File: src/rtl/sys_reset_pkg.sv
// Shared types and widths for the system reset sequencer.
package sys_reset_pkg;

  typedef enum logic [1:0] {
    HOLD      = 2'd0,
    WAIT_LOCK = 2'd1,
    SETTLE    = 2'd2,
    RUN       = 2'd3
  } rst_state_t;

  localparam int unsigned SYNC_STAGES = 2;
  localparam int unsigned LOSS_CNT_W  = 8;

endpackage

File: src/rtl/sync_2ff.sv
// Two-flop synchronizer for one asynchronous level, with a selectable reset value.
module sync_2ff
  import sys_reset_pkg::*;
#(
  parameter logic RESET_VAL = 1'b0
) (
  input  logic clock,
  input  logic reset,
  input  logic d,
  output logic q
);

  logic [SYNC_STAGES-1:0] sr;

  always_ff @(posedge clock) begin
    if (reset) begin
      sr <= {SYNC_STAGES{RESET_VAL}};
    end else begin
      sr <= {sr[SYNC_STAGES-2:0], d};
    end
  end

  assign q = sr[SYNC_STAGES-1];

endmodule

File: src/rtl/sys_reset_seq.sv
// Reset sequencer: qualifies PLL lock and the board button, drives a glitch-free sys_reset.
// Optional button debounce is enabled by defining SYS_RESET_DEBOUNCE_EN.
module sys_reset_seq
  import sys_reset_pkg::*;
#(
  parameter int unsigned HOLD_CYCLES     = 16,
  parameter int unsigned LOCK_CYCLES     = 1024,
  parameter int unsigned DEBOUNCE_CYCLES = 16000
) (
  input  logic                  clock,
  input  logic                  reset,
  input  logic                  pll_locked,
  input  logic                  ext_reset_n,
  output logic                  sys_reset,
  output logic                  ready,
  output logic [1:0]            state,
  output logic [LOSS_CNT_W-1:0] lock_loss_count
);

  localparam int unsigned CNT_MAX = (HOLD_CYCLES > LOCK_CYCLES) ? HOLD_CYCLES : LOCK_CYCLES;
  localparam int unsigned CNT_W   = $clog2(CNT_MAX) + 1;

  if (HOLD_CYCLES < 1 || LOCK_CYCLES < 1 || DEBOUNCE_CYCLES < 1) begin : g_param_err
    $error("sys_reset_seq: cycle parameters must be at least 1");
  end

  logic locked_s;
  logic btn_n_s;
  logic btn_press;

  rst_state_t            state_q, state_next;
  logic [CNT_W-1:0]      cnt_q, cnt_next;
  logic [LOSS_CNT_W-1:0] loss_q, loss_next;

  sync_2ff #(.RESET_VAL(1'b0)) u_sync_lock (
    .clock (clock),
    .reset (reset),
    .d     (pll_locked),
    .q     (locked_s)
  );

  sync_2ff #(.RESET_VAL(1'b1)) u_sync_btn (
    .clock (clock),
    .reset (reset),
    .d     (ext_reset_n),
    .q     (btn_n_s)
  );

`ifdef SYS_RESET_DEBOUNCE_EN
  localparam int unsigned DB_W = $clog2(DEBOUNCE_CYCLES) + 1;

  logic [DB_W-1:0] db_cnt_q, db_cnt_next;

  // Counts consecutive low cycles of the synchronised button, saturating at the window.
  always_comb begin
    db_cnt_next = db_cnt_q;
    if (btn_n_s) begin
      db_cnt_next = '0;
    end else if (db_cnt_q != DB_W'(DEBOUNCE_CYCLES)) begin
      db_cnt_next = db_cnt_q + DB_W'(1);
    end
  end

  assign btn_press = (db_cnt_q == DB_W'(DEBOUNCE_CYCLES));
`else
  assign btn_press = ~btn_n_s;
`endif

  // Next state and counters; a button press overrides every other transition.
  always_comb begin
    state_next = state_q;
    cnt_next   = cnt_q;
    loss_next  = loss_q;

    if (state_q == RUN && !locked_s && loss_q != '1) begin
      loss_next = loss_q + LOSS_CNT_W'(1);
    end

    if (btn_press) begin
      state_next = HOLD;
      cnt_next   = '0;
    end else begin
      unique case (state_q)
        HOLD: begin
          if (cnt_q == CNT_W'(HOLD_CYCLES - 1)) begin
            state_next = WAIT_LOCK;
            cnt_next   = '0;
          end else begin
            cnt_next = cnt_q + CNT_W'(1);
          end
        end
        WAIT_LOCK: begin
          if (locked_s) begin
            state_next = SETTLE;
            cnt_next   = '0;
          end
        end
        SETTLE: begin
          if (!locked_s) begin
            state_next = WAIT_LOCK;
            cnt_next   = '0;
          end else if (cnt_q == CNT_W'(LOCK_CYCLES - 1)) begin
            state_next = RUN;
            cnt_next   = '0;
          end else begin
            cnt_next = cnt_q + CNT_W'(1);
          end
        end
        RUN: begin
          if (!locked_s) begin
            state_next = WAIT_LOCK;
          end
        end
        default: begin
          state_next = HOLD;
          cnt_next   = '0;
        end
      endcase
    end
  end

  // sys_reset follows the next state so it only moves on transitions into or out of RUN.
  always_ff @(posedge clock) begin
    if (reset) begin
      state_q   <= HOLD;
      cnt_q     <= '0;
      loss_q    <= '0;
      sys_reset <= 1'b1;
      ready     <= 1'b0;
`ifdef SYS_RESET_DEBOUNCE_EN
      db_cnt_q  <= '0;
`endif
    end else begin
      state_q   <= state_next;
      cnt_q     <= cnt_next;
      loss_q    <= loss_next;
      sys_reset <= (state_next != RUN);
      ready     <= (state_next == RUN);
`ifdef SYS_RESET_DEBOUNCE_EN
      db_cnt_q  <= db_cnt_next;
`endif
    end
  end

  assign state           = state_q;
  assign lock_loss_count = loss_q;

endmodule

File: config.mk
export PLATFORM = sky130hd
export DESIGN_NAME = sys_reset_seq
export DESIGN_NICKNAME = d
export VERILOG_FILES = /design/src/rtl/sys_reset_pkg.sv /design/src/rtl/sync_2ff.sv /design/src/rtl/sys_reset_seq.sv
export SDC_FILE = /design/constraint.sdc
export NUM_CORES = 1
export LEC_CHECK = 0
export ABC_AREA = 1
export ABC_CLOCK_PERIOD_IN_PS = 1300
export BUFFER_PORTS_ARGS = -buffer_cell sky130_fd_sc_hd__buf_2
export CORE_MARGIN = 1
export CORE_UTILIZATION = 52
export DETAILED_ROUTE_END_ITERATION = 7
export MAX_ROUTING_LAYER = met4
export PLACE_DENSITY_LB_ADDON = 0.1
export SETUP_SLACK_MARGIN = 0.2
export SYNTH_ARGS = -nofsm -noshare
export SYNTH_HDL_FRONTEND = slang
export SYNTH_SLANG_ARGS = --single-unit
File: constraint.sdc
create_clock -name clock -period 1.3 [get_ports clock]
set_input_delay 0.065 -clock clock [delete_from_list [all_inputs] [get_ports clock]]
set_output_delay 0.065 -clock clock [all_outputs]
set_load 0.02 [all_outputs]
==> impl_metrics.xml, run 1 <==
<?xml version="1.0" encoding="UTF-8"?>
<metrics>
  <group name="die">
    <metric name="chipWidth" unit="um">56.4</metric>
    <metric name="number_of_rows_created_at_floorplan" unit="">19</metric>
    <metric name="floorplan.io_pins" unit="">16</metric>
    <metric name="floorplan.initialDensity" unit="%">55.2</metric>
    <metric name="floorplan.die_area" unit="mm2">0.00318</metric>
    <metric name="die_h" unit="um">56.4</metric>
    <metric name="floorplan.core_area" unit="mm2">0.00278</metric>
  </group>
  <group name="power">
    <metric name="vdd.ir_drop.worst" unit="V">0.00113</metric>
    <metric name="power_leakage" unit="nW">0.976</metric>
    <metric name="p_total" unit="mW">2.43</metric>
    <metric name="p_per_area" unit="mW/mm2">1080</metric>
  </group>
  <group name="grt">
    <metric name="global_route_met1_utilization" unit="%">31.4</metric>
    <metric name="first_global_vias" unit="">1576</metric>
    <metric name="grt_first_pass_wirelength" unit="um">6740</metric>
    <metric name="antenna_found_initial" unit="">0</metric>
    <metric name="grt.total_usage" unit="%">27.4</metric>
    <metric name="grt.busiest_layer" unit="">met2</metric>
    <metric name="met2_usage" unit="%">50.0</metric>
    <metric name="grt_util_met3" unit="%">3.00</metric>
    <metric name="grt_overflow_total" unit="">0</metric>
    <metric name="grt_start_max_net_pins" unit="">15</metric>
  </group>
  <group name="detailed_routing">
    <metric name="drcViolationCount" unit="">0</metric>
    <metric name="firstDrtPassIters" unit="">4</metric>
    <metric name="drt_iter0_drc" unit="">95</metric>
    <metric name="ant_nets" unit="">0</metric>
    <metric name="detail_route.vias_per_cell" unit="">5.40</metric>
    <metric name="vias" unit="">1701</metric>
    <metric name="routed_wl" unit="um">4430</metric>
    <metric name="route.detailed.wl_per_inst" unit="um">14.1</metric>
  </group>
  <group name="cts">
    <metric name="tritoncts.num_buffers" unit="">3</metric>
    <metric name="cts-htree-levels" unit="">1</metric>
    <metric name="cts_tree" unit="">done</metric>
    <metric name="clock-sinks" unit="">27</metric>
    <metric name="clk_pin_slew_worst_paths" unit="ns">0.16</metric>
    <metric name="worstSkewPairLatency" unit="ns">0.33</metric>
    <metric name="cts_root_buffer" unit="">sky130_fd_sc_hd__clkbuf_4</metric>
    <metric name="clockBufferDepth" unit="">2</metric>
  </group>
  <group name="flow_run">
    <metric name="timing.max_cap.violations" unit="">0</metric>
  </group>
  <group name="final_layout">
    <metric name="most_common_library_cell_in_the_layout_ignoring_fill_and_taps" unit="">sky130_fd_sc_hd__nand2_1</metric>
    <metric name="layout.cells.most_common_list" unit="">sky130_fd_sc_hd__nand2_1, sky130_fd_sc_hd__buf_4, sky130_fd_sc_hd__nor2_1</metric>
    <metric name="final_layout_size_suffix_gt1_share" unit="%">41.9</metric>
    <metric name="register_area" unit="um2">562</metric>
    <metric name="final_core_util" unit="%">80.6</metric>
    <metric name="final_design_area_excluding_fillers" unit="mm2">0.00224</metric>
    <metric name="fill_cells" unit="">187</metric>
    <metric name="antennaDiodeCount" unit="">0</metric>
    <metric name="instances_no_fill" unit="">315</metric>
    <metric name="area_delta_synth_final" unit="%">45.9</metric>
    <metric name="final_nets" unit="">296</metric>
    <metric name="multiInputGateArea" unit="mm2">0.00108</metric>
  </group>
  <group name="placement">
    <metric name="placed_area" unit="mm2">0.00196</metric>
    <metric name="post-place-cells" unit="">298</metric>
    <metric name="gp_congestion" unit="">0.966</metric>
    <metric name="portBuffers" unit="">15</metric>
    <metric name="detailedPlacementHpwl" unit="um">2840</metric>
  </group>
  <group name="critical_path">
    <metric name="timing.reg2reg.worst_path_depth" unit="">7</metric>
    <metric name="critical_path_class" unit="">flip-flop to flip-flop</metric>
    <metric name="worst_setup_path_end_kind" unit="">flip-flop</metric>
    <metric name="crit-reg2reg-capture" unit="">lock_loss_count[1]</metric>
    <metric name="critical_path.reg2reg.startpoint" unit="">state[0]</metric>
    <metric name="crit_path_start_kind" unit="">flip-flop</metric>
    <metric name="setup.reg_to_reg.worst_slack" unit="ns">-0.12</metric>
    <metric name="worstSetupStartpoint" unit="">state[0]</metric>
    <metric name="critical_path.endpoint" unit="">lock_loss_count[1]</metric>
    <metric name="critical_path.max_fanout" unit="">6</metric>
    <metric name="cp.required" unit="ns">1.53</metric>
    <metric name="critical_path_arrival" unit="ns">1.65</metric>
  </group>
  <group name="sta">
    <metric name="setup-violations-final" unit="">23</metric>
    <metric name="timing.clock.skew" unit="ns">0.0160</metric>
    <metric name="minimum_clock_period_after_layout" unit="ns">1.42</metric>
    <metric name="timing.final.crit_share" unit="%">109</metric>
    <metric name="timing.max_slew.rel_slack" unit="%">79.2</metric>
    <metric name="report.final.hold_viol_count" unit="">0</metric>
    <metric name="tightestPinTransition" unit="ns">0.312</metric>
    <metric name="smallest_setup_slack_after_layout" unit="ns">-0.119</metric>
    <metric name="maxSlewViolCount" unit="">0</metric>
    <metric name="maxClockFrequency" unit="MHz">705</metric>
    <metric name="grt_setup_unrepaired" unit="">true</metric>
  </group>
  <group name="run_status">
    <metric name="outcome" unit="">complete, but fails checks</metric>
    <metric name="violations_in_the_final_reports" unit="">negative setup slack</metric>
  </group>
  <group name="logic_synthesis">
    <metric name="yosysTopAreaCellShare" unit="%">35.2</metric>
    <metric name="synth.yosys.seq_area_share" unit="%">35.2</metric>
    <metric name="synth_top_area_cell" unit="">sky130_fd_sc_hd__dfxtp_1</metric>
    <metric name="synth.cell_area" unit="mm2">0.00154</metric>
    <metric name="synth_top_cells_by_area" unit="">sky130_fd_sc_hd__dfxtp_1, sky130_fd_sc_hd__nand2_1, sky130_fd_sc_hd__nand3_1</metric>
    <metric name="number_of_storage_elements_in_the_synthesis_netlist" unit="">27</metric>
    <metric name="ys_types" unit="">24</metric>
    <metric name="synth.net_count" unit="">241</metric>
    <metric name="syn-mean-instance-area" unit="um2">6.68</metric>
    <metric name="postSynthCellCount" unit="">230</metric>
    <metric name="yosys_warnings" unit="">0</metric>
  </group>
  <group name="hold_path">
    <metric name="worst_hold_path_type" unit="">input port to flip-flop</metric>
  </group>
</metrics>
## per-stage QoR
step           setup TNS (ns)  hold WS (ns)  setup WS (ns)
3_3_place_gp           -0.209         0.249        -0.0519
4_1_cts                -0.745        0.0214        -0.0809
5_1_grt                 -3.32        0.0238         -0.183
3_5_place_dp           -0.799         0.265        -0.0779
2_1_floorplan          -0.139         0.169        -0.0429
6_report                -1.48        0.0170         -0.119
## state kept, by name, indices dropped and copies added (netlist names)
signal,flops
cnt_q,11
lock_loss_count,8
ready,1
state,2
sys_reset,1
u_sync_btn.sr,2
u_sync_lock.sr,2
## area by class of cell
cell class	count	area share, %
multi-input cells	170	48.3
flip-flops and latches	27	25.1
repair buffers	52	17.8
inverters	30	5.69
well taps	31	1.73
clock buffers	4	1.17
repair inverters	1	0.279
## cell usage after synthesis (all sizes together)
library cell   n
a211oi         1
a21oi         22
buf            3
dfxtp         27
ha             7
inv           30
nand2         59
nand3         26
nand4          4
nor2          32
nor3           3
nor4           1
o21ai         10
or2            2
xnor2          1
xor2           2
## worst min path at each step
stage | from | to | depth (start not counted)
2_1_floorplan | ext_reset_n | u_sync_btn.sr[0] | 1
3_3_place_gp | ext_reset_n | u_sync_btn.sr[0] | 2
3_5_place_dp | ext_reset_n | u_sync_btn.sr[0] | 2
4_1_cts | reset | u_sync_btn.sr[1] | 2
5_1_grt | reset | u_sync_btn.sr[1] | 2
6_report | reset | u_sync_btn.sr[1] | 2
## report_power, final
group | total [mW] | internal [mW] | leakage [nW] | switching (mW)
logic | 1.08 | 0.482 | 0.737 | 0.602
registers | 0.970 | 0.894 | 0.224 | 0.0763
clock network | 0.374 | 0.120 | 0.0150 | 0.253
## cell families (layout without fill, tap and decap cells)
logic type / Yosys count / after routing / synth area share [%]
xor gates and xnor gates: 3 / 3 / 1.71
AOI/OAI and AO/OA: 33 / 33 / 11.6
and+or+nand+nor: 127 / 127 / 36.6
adders and majority gates: 7 / 7 / 5.70
buffers and inverters: 33 / 87 / 9.12
DFF: 27 / 27 / 35.2
## routing by layer
metal	part of all wire [%]	wire length, um
met1	42	1850
met2	50	2230
met3	5.2	231
met4	2.7	121
met5	0	0
## critical path: stages (launching register included)
cell and delay, ns:
sky130_fd_sc_hd__dfxtp_4 0.44, sky130_fd_sc_hd__ha_1 0.20, sky130_fd_sc_hd__inv_1 0.06, sky130_fd_sc_hd__nor2_2 0.16, sky130_fd_sc_hd__nand2_4 0.11, sky130_fd_sc_hd__buf_4 0.15, sky130_fd_sc_hd__o21ai_0 0.15, sky130_fd_sc_hd__nor2_1 0.05
## repair_timing
action | CTS | global route
hold buffers | 7 | 1
hold endpoints to repair | 3 | 1
setup buffers | 3 | 2
resized for setup | 12 | 32
gates cloned | 0 | 1
setup endpoints to repair | 23 | 24
pin swaps | 2 | 13
(Power assumes the default switching activity.)
==> run 2, diff against run 1 <==
--- a/config.mk
+++ b/config.mk
@@ -14,6 +14,7 @@
 export MAX_ROUTING_LAYER = met4
 export PLACE_DENSITY_LB_ADDON = 0.1
 export SETUP_SLACK_MARGIN = 0.2
+export SKIP_LAST_GASP = 1
 export SYNTH_ARGS = -nofsm -noshare
 export SYNTH_HDL_FRONTEND = slang
 export SYNTH_SLANG_ARGS = --single-unit
==> run 2 against run 1 <==
- the flow still finishes with violations (negative setup slack)
- routed wire length is 0.56% higher
- clock skew is 0.011 ns lower
- worst hold slack better by 0.011 ns
- worst setup slack worse by 0.0020 ns
- critical path type unchanged
- critical endpoint is now lock_loss_count[4]
- largest cell class unchanged
==> impl_metrics.xml, run 2 (same netlist as run 1, synthesis figures left out) <==
<?xml version="1.0" encoding="UTF-8"?>
<metrics>
  <group name="final_layout">
    <metric name="final_core_util" unit="%">80.7</metric>
    <metric name="multiInputGateArea" unit="mm2">0.00107</metric>
    <metric name="final_nets" unit="">297</metric>
    <metric name="largest_register_ffs" unit="">11</metric>
    <metric name="layout.cells.most_common_list" unit="">sky130_fd_sc_hd__nand2_1, sky130_fd_sc_hd__buf_4, sky130_fd_sc_hd__nor2_1</metric>
    <metric name="antennaDiodeCount" unit="">0</metric>
    <metric name="register_area" unit="um2">563</metric>
    <metric name="max_flop_register" unit="">cnt_q</metric>
    <metric name="area_delta_synth_final" unit="%">46.0</metric>
    <metric name="fill_cells" unit="">192</metric>
    <metric name="final_layout_size_suffix_gt1_share" unit="%">41.8</metric>
    <metric name="most_common_library_cell_in_the_layout_ignoring_fill_and_taps" unit="">sky130_fd_sc_hd__nand2_1</metric>
  </group>
  <group name="detailed_routing">
    <metric name="firstDrtPassIters" unit="">4</metric>
    <metric name="detailroute.wirelength.met3" unit="um">185</metric>
    <metric name="m1WireLength" unit="um">1880</metric>
    <metric name="wl_met2" unit="um">2260</metric>
    <metric name="routed_wl" unit="um">4450</metric>
    <metric name="route.detailed.wl_per_inst" unit="um">14.1</metric>
    <metric name="vias" unit="">1702</metric>
    <metric name="drcViolationCount" unit="">0</metric>
    <metric name="routed.top_layer" unit="">met4</metric>
    <metric name="ant_nets" unit="">0</metric>
    <metric name="detail_route.vias_per_cell" unit="">5.39</metric>
    <metric name="drt_iter0_drc" unit="">75</metric>
  </group>
  <group name="grt">
    <metric name="first_global_vias" unit="">1563</metric>
    <metric name="grt_start_max_net_pins" unit="">15</metric>
    <metric name="antenna_found_initial" unit="">0</metric>
    <metric name="grt.total_usage" unit="%">26.9</metric>
    <metric name="grt_overflow_total" unit="">0</metric>
    <metric name="grt_first_pass_wirelength" unit="um">6620</metric>
  </group>
  <group name="die">
    <metric name="die_h" unit="um">56.4</metric>
    <metric name="number_of_rows_created_at_floorplan" unit="">19</metric>
    <metric name="floorplan.core_area" unit="mm2">0.00278</metric>
    <metric name="floorplan.io_pins" unit="">16</metric>
    <metric name="floorplan.die_area" unit="mm2">0.00318</metric>
    <metric name="floorplan.initialDensity" unit="%">55.2</metric>
    <metric name="chipWidth" unit="um">56.4</metric>
  </group>
  <group name="sta">
    <metric name="timing.clock.skew" unit="ns">0.00504</metric>
    <metric name="report.final.hold_viol_count" unit="">0</metric>
    <metric name="setup-violations-final" unit="">23</metric>
    <metric name="whs" unit="ns">0.0278</metric>
    <metric name="timing.max_slew.rel_slack" unit="%">79.4</metric>
    <metric name="fin_setup_tns" unit="ns">-1.63</metric>
    <metric name="maxClockFrequency" unit="MHz">704</metric>
    <metric name="grt_setup_unrepaired" unit="">true</metric>
    <metric name="timing.final.crit_share" unit="%">109</metric>
    <metric name="minimum_clock_period_after_layout" unit="ns">1.42</metric>
    <metric name="tightestPinTransition" unit="ns">0.308</metric>
    <metric name="smallest_setup_slack_after_layout" unit="ns">-0.121</metric>
    <metric name="maxSlewViolCount" unit="">0</metric>
  </group>
  <group name="cts">
    <metric name="worstSkewPairLatency" unit="ns">0.33</metric>
    <metric name="cts-htree-levels" unit="">1</metric>
    <metric name="clockBufferDepth" unit="">2</metric>
    <metric name="cts_tree" unit="">done</metric>
    <metric name="clock-sinks" unit="">27</metric>
    <metric name="cts_root_buffer" unit="">sky130_fd_sc_hd__clkbuf_4</metric>
    <metric name="clk_pin_slew_worst_paths" unit="ns">0.16</metric>
    <metric name="tritoncts.num_buffers" unit="">3</metric>
  </group>
  <group name="placement">
    <metric name="detailedPlacementHpwl" unit="um">2840</metric>
    <metric name="gp_congestion" unit="">0.966</metric>
    <metric name="dp_slack" unit="ns">-0.0779</metric>
    <metric name="portBuffers" unit="">15</metric>
  </group>
  <group name="critical_path">
    <metric name="critical_path.most_common_cell" unit="">sky130_fd_sc_hd__nand2_4</metric>
    <metric name="cp.required" unit="ns">1.57</metric>
    <metric name="worst_path_max_delay_cell" unit="">sky130_fd_sc_hd__dfxtp_4</metric>
    <metric name="crit_path_start_kind" unit="">flip-flop</metric>
    <metric name="critical_path.max_fanout" unit="">6</metric>
    <metric name="critical_path.n_buffers_inverters" unit="">1</metric>
    <metric name="cp_top_family" unit="">simple AND/OR/NAND/NOR gates</metric>
    <metric name="crit_path_max_cell_delay" unit="ns">0.40</metric>
    <metric name="worst_setup_path_end_kind" unit="">flip-flop</metric>
    <metric name="critical_path_class" unit="">flip-flop to flip-flop</metric>
    <metric name="cp_cell_sequence" unit="">ha_4 &gt; nand2_4 &gt; nor2_4 &gt; nand4_1 &gt; nand2_4 &gt; clkinv_4 &gt; nand3_1 &gt; nand2_1 &gt; a21oi_1</metric>
    <metric name="critical_path_arrival" unit="ns">1.70</metric>
  </group>
  <group name="run_status">
    <metric name="outcome" unit="">complete, but fails checks</metric>
    <metric name="violations_in_the_final_reports" unit="">negative setup slack</metric>
  </group>
  <group name="power">
    <metric name="vdd.ir_drop.worst" unit="V">0.00112</metric>
    <metric name="p_per_area" unit="mW/mm2">1070</metric>
    <metric name="power_leakage" unit="nW">0.976</metric>
  </group>
  <group name="hold_path">
    <metric name="worst_hold_path_type" unit="">input port to flip-flop</metric>
  </group>
  <group name="flow_run">
    <metric name="timing.max_cap.violations" unit="">0</metric>
  </group>
</metrics>
-- run 2: changes by cell type in the layout (fill, tap and decap cells not counted), sizes merged --
cell and delta:
buf +1
-- run 2: where the power goes --
part / switching (mW) / leakage (nW) / internal [mW]
logic: 0.594 / 0.736 / 0.458
registers: 0.0742 / 0.225 / 0.894
clock network: 0.266 / 0.0150 / 0.120
-- run 2: cell type report --
type	count	share of cell area, %
Clock buffer	4	1.17
Inverter	30	5.58
Multi-Input combinational cell	170	47.7
Sequential cell	27	25.1
Tap cell	31	1.73
Timing Repair Buffer	53	18.5
Timing Repair inverter	1	0.279
-- run 2: worst paths after layout --
check,startpoint,to,slack (ns),cells after the start
max reg2reg,lock_loss_count[1],lock_loss_count[4],-0.12,9
max,lock_loss_count[1],lock_loss_count[4],-0.12,9
min,reset,u_sync_btn.sr[1],0.03,2
min reg2reg,u_sync_lock.sr[0],u_sync_lock.sr[1],0.43,2
-- run 2: stage by stage --
stage / total power, mW / std cells / instance area, um2
after floorplan: 1.58 / 230 / 1660
after global placement: 1.86 / 298 / 1960
after detailed placement: 1.88 / 298 / 1960
after CTS: 2.29 / 312 / 2100
after global routing: 2.52 / 316 / 2240
final: 2.41 / 316 / 2240
-- run 2: per-layer routing --
layer  vias to the layer above  global-route usage, %
li1                        849                      -
met1                       790                   30.5
met2                        51                   49.3
met3                        12                   2.30
met4                         0                   9.06
met5                         -                      -
-- run 2: repair_timing --
| action | in CTS | in global routing |
|---|---|---|
| hold endpoints to repair | 3 | 1 |
| hold buffers | 7 | 1 |
| setup endpoints to repair | 23 | 24 |
| pin swaps | 1 | 13 |
| buffers inserted | 3 | 3 |
| gates resized for setup | 9 | 34 |
| gates cloned | 0 | 1 |
